**src/rtl/button_debounce.sv**
```systemverilog
// Push-button debouncer: two-flop synchronizer, then a four-state qualifier that accepts a
// new level only after STABLE_CNT consecutive agreeing samples, with registered press/release strobes.
module button_debounce #(
  parameter int STABLE_CNT = 1000000,
  parameter int CNT_W      = 20
) (
  input  logic clock,
  input  logic reset,
  input  logic btn_in,
  output logic btn_level,
  output logic btn_pulse,
  output logic btn_release
);

  typedef enum logic [1:0] {
    IDLE,
    WAIT_PRESS,
    PRESSED,
    WAIT_RELEASE
  } state_t;

  localparam logic [CNT_W-1:0] CNT_LAST = CNT_W'(STABLE_CNT - 1);
  localparam logic [CNT_W-1:0] CNT_ONE  = CNT_W'(1);

  state_t           state;
  state_t           state_nxt;
  logic [CNT_W-1:0] cnt;
  logic [CNT_W-1:0] cnt_nxt;
  logic             s1;
  logic             btn_s;
  logic             level_nxt;
  logic             pulse_nxt;
  logic             release_nxt;

  // btn_in is asynchronous; nothing downstream may look at it before these two flops.
  always_ff @(posedge clock or posedge reset) begin
    if (reset) begin
      s1    <= 1'b0;
      btn_s <= 1'b0;
    end else begin
      s1    <= btn_in;
      btn_s <= s1;
    end
  end

  always_ff @(posedge clock or posedge reset) begin
    if (reset) begin
      state       <= IDLE;
      cnt         <= '0;
      btn_level   <= 1'b0;
      btn_pulse   <= 1'b0;
      btn_release <= 1'b0;
    end else begin
      state       <= state_nxt;
      cnt         <= cnt_nxt;
      btn_level   <= level_nxt;
      btn_pulse   <= pulse_nxt;
      btn_release <= release_nxt;
    end
  end

  // The first disagreeing sample, taken in IDLE/PRESSED, already counts as sample one.
  always_comb begin
    state_nxt = state;
    cnt_nxt   = '0;
    case (state)
      IDLE: begin
        if (btn_s) begin
          state_nxt = WAIT_PRESS;
          cnt_nxt   = CNT_ONE;
        end
      end
      WAIT_PRESS: begin
        if (!btn_s) begin
          state_nxt = IDLE;
        end else if (cnt == CNT_LAST) begin
          state_nxt = PRESSED;
        end else begin
          cnt_nxt = cnt + CNT_ONE;
        end
      end
      PRESSED: begin
        if (!btn_s) begin
          state_nxt = WAIT_RELEASE;
          cnt_nxt   = CNT_ONE;
        end
      end
      WAIT_RELEASE: begin
        if (btn_s) begin
          state_nxt = PRESSED;
        end else if (cnt == CNT_LAST) begin
          state_nxt = IDLE;
        end else begin
          cnt_nxt = cnt + CNT_ONE;
        end
      end
      default: begin
        state_nxt = IDLE;
      end
    endcase
  end

  always_comb begin
    level_nxt   = btn_level;
    pulse_nxt   = 1'b0;
    release_nxt = 1'b0;
    case (state)
      WAIT_PRESS: begin
        if (btn_s && (cnt == CNT_LAST)) begin
          level_nxt = 1'b1;
          pulse_nxt = 1'b1;
        end
      end
      WAIT_RELEASE: begin
        if (!btn_s && (cnt == CNT_LAST)) begin
          level_nxt   = 1'b0;
          release_nxt = 1'b1;
        end
      end
      IDLE, PRESSED: begin
        level_nxt = btn_level;
      end
      default: begin
        level_nxt = 1'b0;
      end
    endcase
  end

endmodule

```
**config.mk**
```make
export PLATFORM = sky130hd
export DESIGN_NAME = button_debounce
export DESIGN_NICKNAME = d
export VERILOG_FILES = /design/src/rtl/button_debounce.sv
export SDC_FILE = /design/constraint.sdc
export NUM_CORES = 1
export LEC_CHECK = 0
export CELL_PAD_IN_SITES_DETAIL_PLACEMENT = 0
export CELL_PAD_IN_SITES_GLOBAL_PLACEMENT = 1
export CORE_MARGIN = 1.5
export CORE_UTILIZATION = 30
export CTS_CLUSTER_SIZE = 40
export DETAILED_ROUTE_END_ITERATION = 12
export PLACE_DENSITY = 0.65
export SLEW_MARGIN = 20
export SYNTH_ARGS = -nofsm -noshare
export SYNTH_HDL_FRONTEND = slang
export SYNTH_SLANG_ARGS = --single-unit
```
**constraint.sdc**
```tcl
create_clock -name clock -period 4 [get_ports clock]
set_input_delay 0.6 -clock clock [delete_from_list [all_inputs] [get_ports clock]]
set_output_delay 0.6 -clock clock [all_outputs]
set_load 0.01 [all_outputs]
```
==> flow_metrics.env, run 1 <==
export IMPL_outcome="complete, no violations"
export IMPL_crit_type="register to register"
export IMPL_synth_top_family_by_area="simple AND/OR/NAND/NOR gates"
export IMPL_dr_pass1_iters=4
export IMPL_grt_total_usage_pct=11.43
export IMPL_grt_remaining_overflow=0
export IMPL_setup_ws_ns=1.776
export IMPL_clock_latency_ns=0.27
export IMPL_synth_xor_area_share_pct=9.487
export IMPL_cap_violations=0
export IMPL_syn_avg_cell_area_um2=10.18
export IMPL_synth_seq_cells=27
export IMPL_ioPinCount=6
export IMPL_synth_top_cell_area_share_pct=52.27
export IMPL_clkSinkCount=27
export IMPL_post_cts_resized=0
export IMPL_numPortBuffers=5
export IMPL_dp_cells=178
export IMPL_worstMarginPinSlew_ns=0.9426
export IMPL_hold_viol=0
export IMPL_cts_inserted_buffers=3
export IMPL_power_w=0.0004469
export IMPL_synthMuxAreaShare_pct=0.7744
export IMPL_cts_buffer_depth=2
export IMPL_synth_largest_area_cell="dfrtp_1"
export IMPL_yosys_top_cells_area="dfrtp_1 52%, xnor2_1 5.4%, nor2_1 4.9%"
export IMPL_grt_max_degree=28
export IMPL_finalSetupViolCount=0
export IMPL_dpl_hpwl_um=1643
export IMPL_ctsHoldBuffers=0
export IMPL_fmax_mhz=449.7
export IMPL_wl_um=2316
export IMPL_whs_ns=0.3893
export IMPL_die_h_um=68.64
export IMPL_nets=137
export IMPL_finalClockSkew_ns=0.003911
export IMPL_min_period_ns=2.224
export IMPL_syn_cell_area_um2=1292
export IMPL_dieArea_um2=4711
export IMPL_synth_compound_area_share_pct=7.938
export IMPL_rsz0062_at_grt="false"
export IMPL_drive_gt1_share_pct=6.061
export IMPL_p_per_area_nw_per_um2=313.0
export IMPL_core_area_um2=4058
export IMPL_post_cts_buffers=0
export IMPL_critPathCaptureType="register"
export IMPL_fin_tns_setup_ns=0
export IMPL_grt_pass1_vias=868
export IMPL_drtIter0Drc=14
export IMPL_relSlewSlack_pct=36.77
export IMPL_cts_tree="done"
export IMPL_std_cell_rows=23
export IMPL_clk_pin_slew_worst_paths_ns=0.09
export IMPL_area_delta_synth_final_pct=10.46
export IMPL_synth_distinct_cells=32
export IMPL_antenna_found_initial=0
export IMPL_synth_warnings=0
export IMPL_synthSimpleGateAreaFrac_pct=24.39
export IMPL_place_gp_congestion=0.7787
export IMPL_hold_path_class="register to register"
export IMPL_grt_pass1_wl_um=3919
export IMPL_start_kind="register"
export IMPL_path_max_fanout=19
export IMPL_ir_drop_mv=0.1415
export IMPL_synthesis_nets=131
export IMPL_p_leak_nw=0.5567
export IMPL_start_util_pct=31.85
export IMPL_htree_levels=1
export IMPL_synthAdderAreaFrac_pct=0.9681
export IMPL_fin_crit_sh_pct=55.59
export IMPL_wl_per_cell_um=12.73
export IMPL_cts_root_buffer="clkbuf_8"
export IMPL_via_count=903
export IMPL_drtAntennaViolNets=0
export IMPL_layout_common_cells="27 x dfrtp_1, 17 x nor2_1, 8 x xnor2_1"
export IMPL_vias_per_cell=4.962
export IMPL_post_place_ws_ns=1.768
export IMPL_crit_required_ns=4.13
export IMPL_synthCells=127
export IMPL_final_common_cell="dfrtp_1"
export IMPL_antennaDiodeCount=0
export IMPL_cp_arrival_ns=2.36
export IMPL_num_fill_cells=416
export IMPL_drv_slew=0
export IMPL_fp_dieW_um=68.64
export IMPL_ys_seq_area_share_pct=52.27
export IMPL_stdcell_count=182
export IMPL_drc_errors=0
[cell type report]
class / instances / area [µm²] / share of cell area, %
clock buffer: 3 / 41.29 / 2.892
clock inverter: 1 / 5.005 / 0.3506
inverter: 8 / 30.03 / 2.103
multi-input combinational: 88 / 563.0 / 39.44
sequential: 27 / 675.6 / 47.33
tap: 50 / 62.56 / 4.382
timing repair buffer: 5 / 50.05 / 3.506
[cell usage after synthesis (all sizes together)]
master / count
ha: 1
inv: 8
or3: 3
xor2: 6
or4: 3
nor4: 4
a21o: 1
mux2i: 1
nand3b: 1
a21oi: 6
nand2: 5
nand4: 7
nor2: 17
a211o: 1
xnor2: 8
clkbuf: 1
a41oi: 1
nand3: 8
and4b: 1
nor3: 4
buf: 3
a2bb2oi: 1
a31oi: 1
o31ai: 3
and4: 3
o21ai: 2
dfrtp: 27
[flip-flops by register name (all words and copies together), names as in the netlist, named ones only]
name,cells
cnt,20
state,1
btn_s,1
btn_pulse,1
btn_level,1
btn_release,1
s1,1
[kinds of logic after synthesis]
group,Yosys count
simple gates,56
fa+ha+maj,1
buf+inv,12
mux,1
xor+xnor,14
flops,27
compound gates,16
[power by group]
part / internal, W / leakage (nW) / total, W / switching (W)
Sequential: 0.000276 / 0.368 / 0.000279 / 0.00000317
Clock: 0.0000697 / 0.0255 / 0.000152 / 0.0000826
Combinational: 0.00000453 / 0.163 / 0.0000158 / 0.0000112
Total: 0.000350 / 0.557 / 0.000447 / 0.0000970
[worst paths after layout]
check / start / endpoint / slack [ns] / depth (start not counted)
max in group asynchronous: reset / cnt[6] / 2.83 / 2
worst max-delay path: cnt[0] / cnt[5] / 1.78 / 5
worst max register to register: cnt[0] / cnt[5] / 1.78 / 5
min in group asynchronous: reset / cnt[18] / 0.73 / 2
worst min-delay path: s1 / btn_s / 0.39 / 0
worst min register to register: s1 / btn_s / 0.39 / 0
[worst max-delay path, stage by stage (launching register included)]
cell and delay, ns:
dfrtp_1 0.41, ha_1 0.24, nand4_1 0.19, nor4_2 0.52, a211o_1 0.61, nor2_1 0.11
[per-stage QoR]
| stage | area (µm²) | utilization, % |
|---|---|---|
| after floorplan | 1292 | - |
| after global placement | 1381 | 34.04 |
| after detailed placement | 1381 | 34.04 |
| after CTS | 1428 | 35.18 |
| after global routing | 1428 | 35.18 |
| final | 1428 | 35.18 |
[layer usage]
layer,track usage [%],routed length [µm],up-vias
li1,-,-,460
met4,5.250,44,0
met3,1.948,33,5
met1,14.64,1158,430
met5,0,0,-
met2,18.75,1079,8
No activity file was read; power rests on OpenSTA's default activity.
==> run 2: changes to the inputs <==
--- a/config.mk
+++ b/config.mk
@@ -11,7 +11,7 @@
 export CORE_UTILIZATION = 30
 export CTS_CLUSTER_SIZE = 40
 export DETAILED_ROUTE_END_ITERATION = 12
-export PLACE_DENSITY = 0.65
+export PLACE_DENSITY = 0.67
 export SLEW_MARGIN = 20
 export SYNTH_ARGS = -nofsm -noshare
 export SYNTH_HDL_FRONTEND = slang
==> constraint.sdc (replaced) <==
create_clock -name clock -period 1.8 [get_ports clock]
set_input_delay 0.27 -clock clock [delete_from_list [all_inputs] [get_ports clock]]
set_output_delay 0.27 -clock clock [all_outputs]
set_load 0.01 [all_outputs]
==> flow_metrics.env, run 2 (synthesis results as in run 1) <==
export IMPL_outcome="complete, no violations"
export IMPL_grt_remaining_overflow=0
export IMPL_clk_pin_slew_worst_paths_ns=0.08
export IMPL_critPathCaptureType="register"
export IMPL_min_period_ns=1.701
export IMPL_hold_path_startpoint="s1"
export IMPL_worstMarginPinSlew_ns=0.3563
export IMPL_layout_common_cells="27 x dfrtp_1, 17 x nor2_1, 13 x buf_4"
export IMPL_drc_errors=0
export IMPL_place_gp_congestion=0.7836
export IMPL_wl_um=2602
export IMPL_final_common_cell="dfrtp_1"
export IMPL_largest_register="cnt"
export IMPL_via_count=1009
export IMPL_startpoint="cnt[1]"
export IMPL_final_core_util_pct=38.48
export IMPL_clkSinkCount=27
export IMPL_cts_tree="done"
export IMPL_r2r_setup_slack_ns=0.1
export IMPL_antennaDiodeCount=0
export IMPL_nets=151
export IMPL_dr_pass1_iters=4
export IMPL_rr_startpoint="cnt[1]"
export IMPL_start_util_pct=31.85
export IMPL_drtAntennaViolNets=0
export IMPL_cap_violations=0
export IMPL_grt_total_usage_pct=12.55
export IMPL_drtIter0Drc=27
export IMPL_fp_dieW_um=68.64
export IMPL_numPortBuffers=5
export IMPL_crit_type="register to register"
export IMPL_ioPinCount=6
export IMPL_drive_gt1_share_pct=15.75
export IMPL_core_area_um2=4058
export IMPL_area_delta_synth_final_pct=20.81
export IMPL_htree_levels=1
export IMPL_dieArea_um2=4711
export IMPL_vias_per_cell=5.148
export IMPL_hold_path_class="register to register"
export IMPL_std_cell_rows=23
export IMPL_cts_inserted_buffers=3
export IMPL_setup_ws_ns=0.09931
export IMPL_post_place_ws_ns=0.05356
export IMPL_p_leak_nw=0.6504
export IMPL_fin_tns_setup_ns=0
export IMPL_cts_buffer_depth=2
export IMPL_relSlewSlack_pct=76.03
export IMPL_grt_pass1_wl_um=4409
export IMPL_die_h_um=68.64
export IMPL_p_per_area_nw_per_um2=641.9
export IMPL_power_switching_w=0.0002122
export IMPL_finalClockSkew_ns=0.004273
export IMPL_fin_crit_sh_pct=94.48
export IMPL_cp_arrival_ns=1.90
export IMPL_start_kind="register"
export IMPL_finalSetupViolCount=0
export IMPL_dpl_hpwl_um=1828
export IMPL_path_max_fanout=4
export IMPL_drv_slew=0
export IMPL_wl_per_cell_um=13.28
export IMPL_p_seq_share_pct=61.7
export IMPL_crit_required_ns=2.00
export IMPL_p_clk_share_pct=33.5
export IMPL_grt_pass1_vias=1017
export IMPL_whs_ns=0.3595
export IMPL_combPwrFrac_pct=4.8
export IMPL_hold_viol=0
export IMPL_grt_max_degree=28
export IMPL_largest_reg_flops=20
export IMPL_internal_power_w=0.0007901
export IMPL_switching_share_pct=21.17
export IMPL_clock_latency_ns=0.27
export IMPL_fmax_mhz=588.0
export IMPL_ir_drop_mv=0.3311
export IMPL_antenna_found_initial=0
export IMPL_hold_depth=0
export IMPL_worstRegToRegCells=5
export IMPL_cts_root_buffer="clkbuf_8"
==> run 2: worst max-delay path, stage by stage, from the launching register on <==
cell     delay (ns)
dfrtp_1        0.39
ha_2           0.23
and4_4         0.26
nand2_1        0.10
or4_1          0.49
a21oi_1        0.15
==> run 2: area by class of cell <==
class	instances	area, µm²
clock buffer	4	45.04
fill	385	2496
inverter	8	30.03
multi-input combinational	88	580.6
sequential	27	675.6
tap	50	62.56
timing repair buffer	19	167.7
==> run 2: metal layers <==
metal | global-route usage [%] | vias up | share of wire, %
met2 | 21.63 | 13 | 51
met1 | 15.33 | 500 | 46
met4 | 5.750 | 0 | 1.4
li1 | - | 492 | -
met5 | 0 | - | 0
met3 | 1.948 | 4 | 2.1
==> run 2: what timing repair did <==
action,in CTS,in global routing
endpoints found under the setup margin,0,23
buffers inserted,0,4
hold buffers,0,0
gates resized for setup,0,3
==> run 2: path summary, 6_finish.rpt <==
path                       endpoint
hold reg to reg               btn_s
setup / recovery            cnt[18]
min in group asynchronous   cnt[17]
setup reg to reg            cnt[18]
hold / removal                btn_s
max in group asynchronous    cnt[4]
==> run 2: power by group through the flow <==
| stage | combinational [W] | sequential (W) | clock [W] |
|---|---|---|---|
| after global placement | 0.0000456 | 0.000630 | 0 |
| after global routing | 0.0000539 | 0.000620 | 0.000374 |
| after floorplan | 0.0000272 | 0.000629 | 0 |
| after CTS | 0.0000470 | 0.000618 | 0.000349 |
| final | 0.0000478 | 0.000619 | 0.000336 |
| after detailed placement | 0.0000468 | 0.000630 | 0 |
==> run 2: per-stage QoR <==
step                      total power [W]  instances  area [µm²]
after floorplan                 0.0006566        127        1301
after global placement          0.0006752        188        1478
after detailed placement        0.0006772        188        1478
after CTS                        0.001014        192        1523
after global routing             0.001048        196        1562
final                            0.001002        196        1562
